[src/rtl/sm_addsub_serial_pkg.sv]
// Shared definitions for the digit-serial sign-magnitude adder/subtractor.
// State encodings and sign encoding constants.
package sm_addsub_serial_pkg;

    typedef enum logic [1:0] {
        ST_IDLE  = 2'd0,
        ST_PASS1 = 2'd1,
        ST_PASS2 = 2'd2,
        ST_DONE  = 2'd3
    } state_t;

    localparam logic SIGN_POS = 1'b0;
    localparam logic SIGN_NEG = 1'b1;

endpackage

[src/rtl/sm_addsub_serial_rca.sv]
// Purpose: N-bit ripple-carry adder, used as the D-bit digit slice.
// Latency: combinational.
// Backpressure: none (pure logic).
module rca #(
    parameter int N = 4
) (
    input  logic [N-1:0] a,
    input  logic [N-1:0] b,
    input  logic         ci,
    output logic [N-1:0] s,
    output logic         co
);

    logic c;

    always_comb begin
        s = '0;
        c = ci;
        for (int i = 0; i < N; i++) begin
            s[i] = a[i] ^ b[i] ^ c;
            c    = (a[i] & b[i]) | (c & (a[i] ^ b[i]));
        end
        co = c;
    end

endmodule

[src/rtl/sm_addsub_serial.sv]
// Purpose: digit-serial sign-magnitude add/sub, D magnitude bits per clock.
// Latency: N/D cycles, or 2*N/D when the difference must be re-negated.
// Backpressure: in_ready only in IDLE; result held in DONE until out_ready.
module sm_addsub_serial
    import sm_addsub_serial_pkg::*;
#(
    parameter int N = 8,
    parameter int D = 4
) (
    input  logic         clk,
    input  logic         rst_n,
    input  logic         in_valid,
    output logic         in_ready,
    input  logic         a_s,
    input  logic [N-1:0] a_m,
    input  logic         b_s,
    input  logic [N-1:0] b_m,
    input  logic         sub,
    output logic         out_valid,
    input  logic         out_ready,
    output logic         s_s,
    output logic [N-1:0] s_m,
    output logic         ovf
);

    localparam int NDIG = N / D;
    localparam int CW   = (NDIG > 1) ? $clog2(NDIG) : 1;

    if (N % D != 0) begin : g_bad_digit
        $error("sm_addsub_serial: N must be a multiple of D");
    end

    state_t          state_q, state_nxt;
    logic [CW-1:0]   cnt_q;
    logic            carry_q;
    logic            a_s_q, eb_q, eff_sub_q;
    logic [N-1:0]    a_sh_q, b_sh_q, r_q;
    logic            in_ready_q, out_valid_q, s_s_q, ovf_q;

    logic            accept, last_dig;
    logic [D-1:0]    slice_a, slice_b, slice_s;
    logic            slice_co;
    logic [N-1:0]    dig_top, r_nxt;

    assign accept   = in_valid && in_ready_q && (state_q == ST_IDLE);
    assign last_dig = (cnt_q == CW'(NDIG - 1));

    // PASS2 reuses the slice as an incrementer: ~R + 0 + carry.
    always_comb begin
        slice_a = a_sh_q[D-1:0];
        slice_b = eff_sub_q ? ~b_sh_q[D-1:0] : b_sh_q[D-1:0];
        if (state_q == ST_PASS2) begin
            slice_a = ~r_q[D-1:0];
            slice_b = '0;
        end
    end

    rca #(.N(D)) u_slice (
        .a  (slice_a),
        .b  (slice_b),
        .ci (carry_q),
        .s  (slice_s),
        .co (slice_co)
    );

    // Result digits enter at the top so after N/D shifts the LSB digit is at bit 0.
    always_comb begin
        dig_top            = '0;
        dig_top[N-1 -: D]  = slice_s;
        r_nxt              = (r_q >> D) | dig_top;
    end

    always_comb begin
        state_nxt = state_q;
        case (state_q)
            ST_IDLE:  if (accept) state_nxt = ST_PASS1;
            ST_PASS1: if (last_dig) state_nxt = (eff_sub_q && !slice_co) ? ST_PASS2 : ST_DONE;
            ST_PASS2: if (last_dig) state_nxt = ST_DONE;
            ST_DONE:  if (out_ready) state_nxt = ST_IDLE;
            default:  state_nxt = ST_IDLE;
        endcase
    end

    always_ff @(posedge clk or negedge rst_n) begin
        if (!rst_n) state_q <= ST_IDLE;
        else        state_q <= state_nxt;
    end

    always_ff @(posedge clk or negedge rst_n) begin
        if (!rst_n) begin
            cnt_q       <= '0;
            carry_q     <= 1'b0;
            a_s_q       <= SIGN_POS;
            eb_q        <= SIGN_POS;
            eff_sub_q   <= 1'b0;
            a_sh_q      <= '0;
            b_sh_q      <= '0;
            r_q         <= '0;
            in_ready_q  <= 1'b0;
            out_valid_q <= 1'b0;
            s_s_q       <= SIGN_POS;
            ovf_q       <= 1'b0;
        end else begin
            in_ready_q  <= (state_nxt == ST_IDLE);
            out_valid_q <= (state_nxt == ST_DONE);
            case (state_q)
                ST_IDLE: begin
                    if (accept) begin
                        a_s_q     <= a_s;
                        eb_q      <= b_s ^ sub;
                        eff_sub_q <= a_s ^ b_s ^ sub;
                        carry_q   <= a_s ^ b_s ^ sub;
                        a_sh_q    <= a_m;
                        b_sh_q    <= b_m;
                        cnt_q     <= '0;
                        ovf_q     <= 1'b0;
                    end
                end
                ST_PASS1: begin
                    a_sh_q  <= a_sh_q >> D;
                    b_sh_q  <= b_sh_q >> D;
                    r_q     <= r_nxt;
                    carry_q <= slice_co;
                    cnt_q   <= cnt_q + 1'b1;
                    if (last_dig) begin
                        cnt_q <= '0;
                        if (eff_sub_q && !slice_co) begin
                            s_s_q   <= eb_q;
                            ovf_q   <= 1'b0;
                            carry_q <= 1'b1;
                        end else begin
                            ovf_q <= eff_sub_q ? 1'b0 : slice_co;
                            s_s_q <= (r_nxt == '0) ? SIGN_POS : a_s_q;
                        end
                    end
                end
                ST_PASS2: begin
                    r_q     <= r_nxt;
                    carry_q <= slice_co;
                    cnt_q   <= cnt_q + 1'b1;
                    if (last_dig) begin
                        cnt_q <= '0;
                        if (r_nxt == '0) s_s_q <= SIGN_POS;
                    end
                end
                default: ;
            endcase
        end
    end

    assign in_ready  = in_ready_q;
    assign out_valid = out_valid_q;
    assign s_s       = s_s_q;
    assign s_m       = r_q;
    assign ovf       = ovf_q;

endmodule

[config.mk]
export PLATFORM = sky130hd
export DESIGN_NAME = sm_addsub_serial
export DESIGN_NICKNAME = d
export VERILOG_FILES = /design/src/rtl/sm_addsub_serial_pkg.sv /design/src/rtl/sm_addsub_serial_rca.sv /design/src/rtl/sm_addsub_serial.sv
export SDC_FILE = /design/constraint.sdc
export NUM_CORES = 1
export LEC_CHECK = 0
export BUFFER_PORTS_ARGS = -buffer_cell sky130_fd_sc_hd__clkbuf_2
export CORE_ASPECT_RATIO = 1.1
export CORE_MARGIN = 1.5
export CORE_UTILIZATION = 35
export CTS_CLUSTER_DIAMETER = 100
export DETAILED_ROUTE_END_ITERATION = 6
export GPL_TIMING_DRIVEN = 0
export PLACE_DENSITY = 0.57
export REMOVE_ABC_BUFFERS = 1
export SETUP_SLACK_MARGIN = 0.02
export SYNTH_ARGS = -nofsm -noshare
export SYNTH_HDL_FRONTEND = slang
export SYNTH_SLANG_ARGS = --single-unit
[constraint.sdc]
create_clock -name clk -period 10.2 [get_ports clk]
set_input_delay 1.02 -clock clk [delete_from_list [all_inputs] [get_ports clk]]
set_output_delay 1.02 -clock clk [all_outputs]
set_load 0.005 [all_outputs]
==> impl_metrics.ini <==
[sta]
tightest_slew_ps = 868
fin_crit_sh = 0.337
fin_crit_ps = 3440
tns_ps = 0
finalSetupViolCount = 0
maxSlewViolCount = 0
rsz0062_at_grt = false
finalClockSkew_ps = 7.72
clock.fmax_mhz = 291
hold_violations = 0
setup_ws_ps = 6760
slew_headroom = 0.421

[floorplanning]
die_area_mm2 = 0.00597
rows = 28
io_pins = 35
die_w_um = 73.8
initial_core_util = 0.360
die_y_um = 80.9
core_area_mm2 = 0.00536

[synth]
yosysWarnings = 0
yosysSeqAreaShare = 0.454
synth_top_family_by_area = compound AO/OA/AOI/OAI gates
synthFlopType = dfrtp_1
syn_inst = 175
yosys.area.top_type = dfrtp_1
synth_commonest_cells = dfrtp_1 (35), o21ai_0 (15), nand3_1 (14)
synth_async_sr_flop_share = 1.00
synth_simple_gate_area_frac = 0.127
synth_area_mm2 = 0.00193
synthTopCellsByArea = dfrtp_1 (45%), mux2i_1 (6.2%), fa_1 (4.2%)
yosys.area_share.adder = 0.0739
synth_seq_cells = 35
synth_cell_types = 45
avgSynthCellArea_um2 = 11.0
synth_top_area_frac = 0.454
synth_mux_area_frac = 0.103
synth_xor_xnor_area_share = 0.0344
synth-edff-count = 0
synth_most_common_cell = dfrtp_1
synth_compound_area_frac = 0.137

[final_layout]
drive_gt1_frac = 0.262
area_growth_pct = 13.2
antenna_cells = 0
n_fill_cell = 548
nets = 233

[global_route]
grt_pass1_vias = 1338
grt_pass1_wl_mm = 6.28
track_usage = 0.139
antenna_found_initial = 0
grt.overflow.total = 0
grt_max_degree = 36

[worst_setup_path]
start_kind = flip-flop
worstSetupEndpointType = flip-flop
critPathMaxFanout = 18
worst_ep_required_time_ps = 10430
worst-setup-path-type = reg2reg
reg2reg_slack_ps = 6760
crit_arrival_ps = 3680

[cts]
cts_buffers = 5
cts_tree = yes
cts_resized = 0
cts_hold_buf = 0
cts_sinks = 35
cts_max_level = 2
post-cts-setup-buffers = 0
cts_buffer_depth = 2
clk_pin_slew_worst_paths_ps = 80
root_buffer = clkbuf_8
insertion_delay_ps = 290

[placement]
globalplace.congestion = 0.808
port_buffers = 34
pre_cts_ws_ps = 6760
hpwlAfterDp_mm = 2.60

[pwr]
vdd_ir_drop_max_mv = 0.106
powerDensity_mw_per_mm2 = 332
leakagePower_nw = 1.05

[route]
drc = 0
via_count = 1329
wl_per_cell_um = 12.9
routed_wl_mm = 3.57
dr.first_iter.drc_count = 25
vias_per_cell = 4.80
first_pass_iters = 4
ant_nets = 0

[job]
max-cap-violations = 0

[outcome]
outcome = finished clean

[hold_path]
hold_class = reg2reg
==> cell usage in the layout, fill, tap and decap left out, drive strengths merged, types with 2 or more instances in the layout <==
cell type  count
xnor2          3
inv            9
fa             4
nor2           6
xor2           2
nand3b         2
dfrtp         35
nand3         14
a22o           8
mux2           7
clkinv         2
and2           2
ha             5
o21ai         15
nand2b         5
a21boi         3
clkbuf        39
mux2i         12
nand2          7
==> area by class of cell <==
cell class | count | area, µm² | share of cell area
clock buffer | 5 | 68.8 | 0.0315
tap | 75 | 93.8 | 0.0430
multi-input combinational | 116 | 917 | 0.420
inverter | 9 | 33.8 | 0.0155
timing repair buffer | 34 | 170 | 0.0779
clock inverter | 3 | 25.0 | 0.0115
sequential | 35 | 876 | 0.401
==> per-stage QoR <==
stage / hold WS (ps) / utilization / area [µm²] / cells / total power [mW]
2_1_floorplan: 450 / - / 1830 / 160 / 0.528
3_3_place_gp: 483 / 0.390 / 2090 / 269 / 0.623
3_5_place_dp: 483 / 0.390 / 2090 / 269 / 0.633
4_1_cts: 511 / 0.408 / 2180 / 277 / 0.738
5_1_grt: 527 / 0.408 / 2180 / 277 / 0.803
6_report: 506 / 0.408 / 2180 / 277 / 0.724
==> metal layers <==
layer / GRT usage / routed length [µm]
met2: 0.211 / 1570
met3: 0.0385 / 156
met5: 0 / 0
met1: 0.182 / 1780
met4: 0.0667 / 68
==> power breakdown <==
group / internal [mW] / switching, mW / leakage, nW
clock network: 0.0487 / 0.0534 / 0.0443
registers: 0.206 / 0.0518 / 0.441
logic: 0.180 / 0.184 / 0.561
==> final timing paths <==
check	to	startpoint	cells past startpoint
worst max register to register	out_valid$_DFF_PN0_	state_q[0]$_DFF_PN0_	12
worst min-delay path	a_sh_q[3]$_DFFE_PN0P_	a_sh_q[3]$_DFFE_PN0P_	2
max in group asynchronous	in_ready$_DFF_PN0_	rst_n	1
worst max-delay path	out_valid$_DFF_PN0_	state_q[0]$_DFF_PN0_	12
worst min register to register	a_sh_q[3]$_DFFE_PN0P_	a_sh_q[3]$_DFFE_PN0P_	2
min in group asynchronous	a_sh_q[2]$_DFFE_PN0P_	rst_n	1
==> flip-flops by register name, indices dropped and copies added, names as in the netlist <==
name / flops
ovf: 1
a_s_q: 1
eff_sub_q: 1
b_sh_q: 8
in_ready: 1
carry_q: 1
s_m: 8
eb_q: 1
out_valid: 1
a_sh_q: 8
state_q: 2
s_s: 1
cnt_q: 1
==> cell families (layout without fill, tap and decap cells) <==
group | Yosys count | count (layout)
adders and majority gates | 9 | 9
buffers and inverters | 24 | 51
AOI/OAI and AO/OA | 38 | 38
muxes | 19 | 19
xor gates and xnor gates | 6 | 6
DFF | 35 | 35
and+or+nand+nor | 44 | 44
==> worst max-delay path, stage by stage, from the launching register on <==
cell	delay (ps)
dfrtp_1	450
inv_1	170
ha_1	510
o21ai_0	220
fa_1	410
inv_1	70
fa_1	180
fa_1	160
inv_1	50
fa_1	440
and4b_1	240
o2bb2ai_1	280
a31o_2	190
Note: power is estimated with default switching activity, not from simulation.
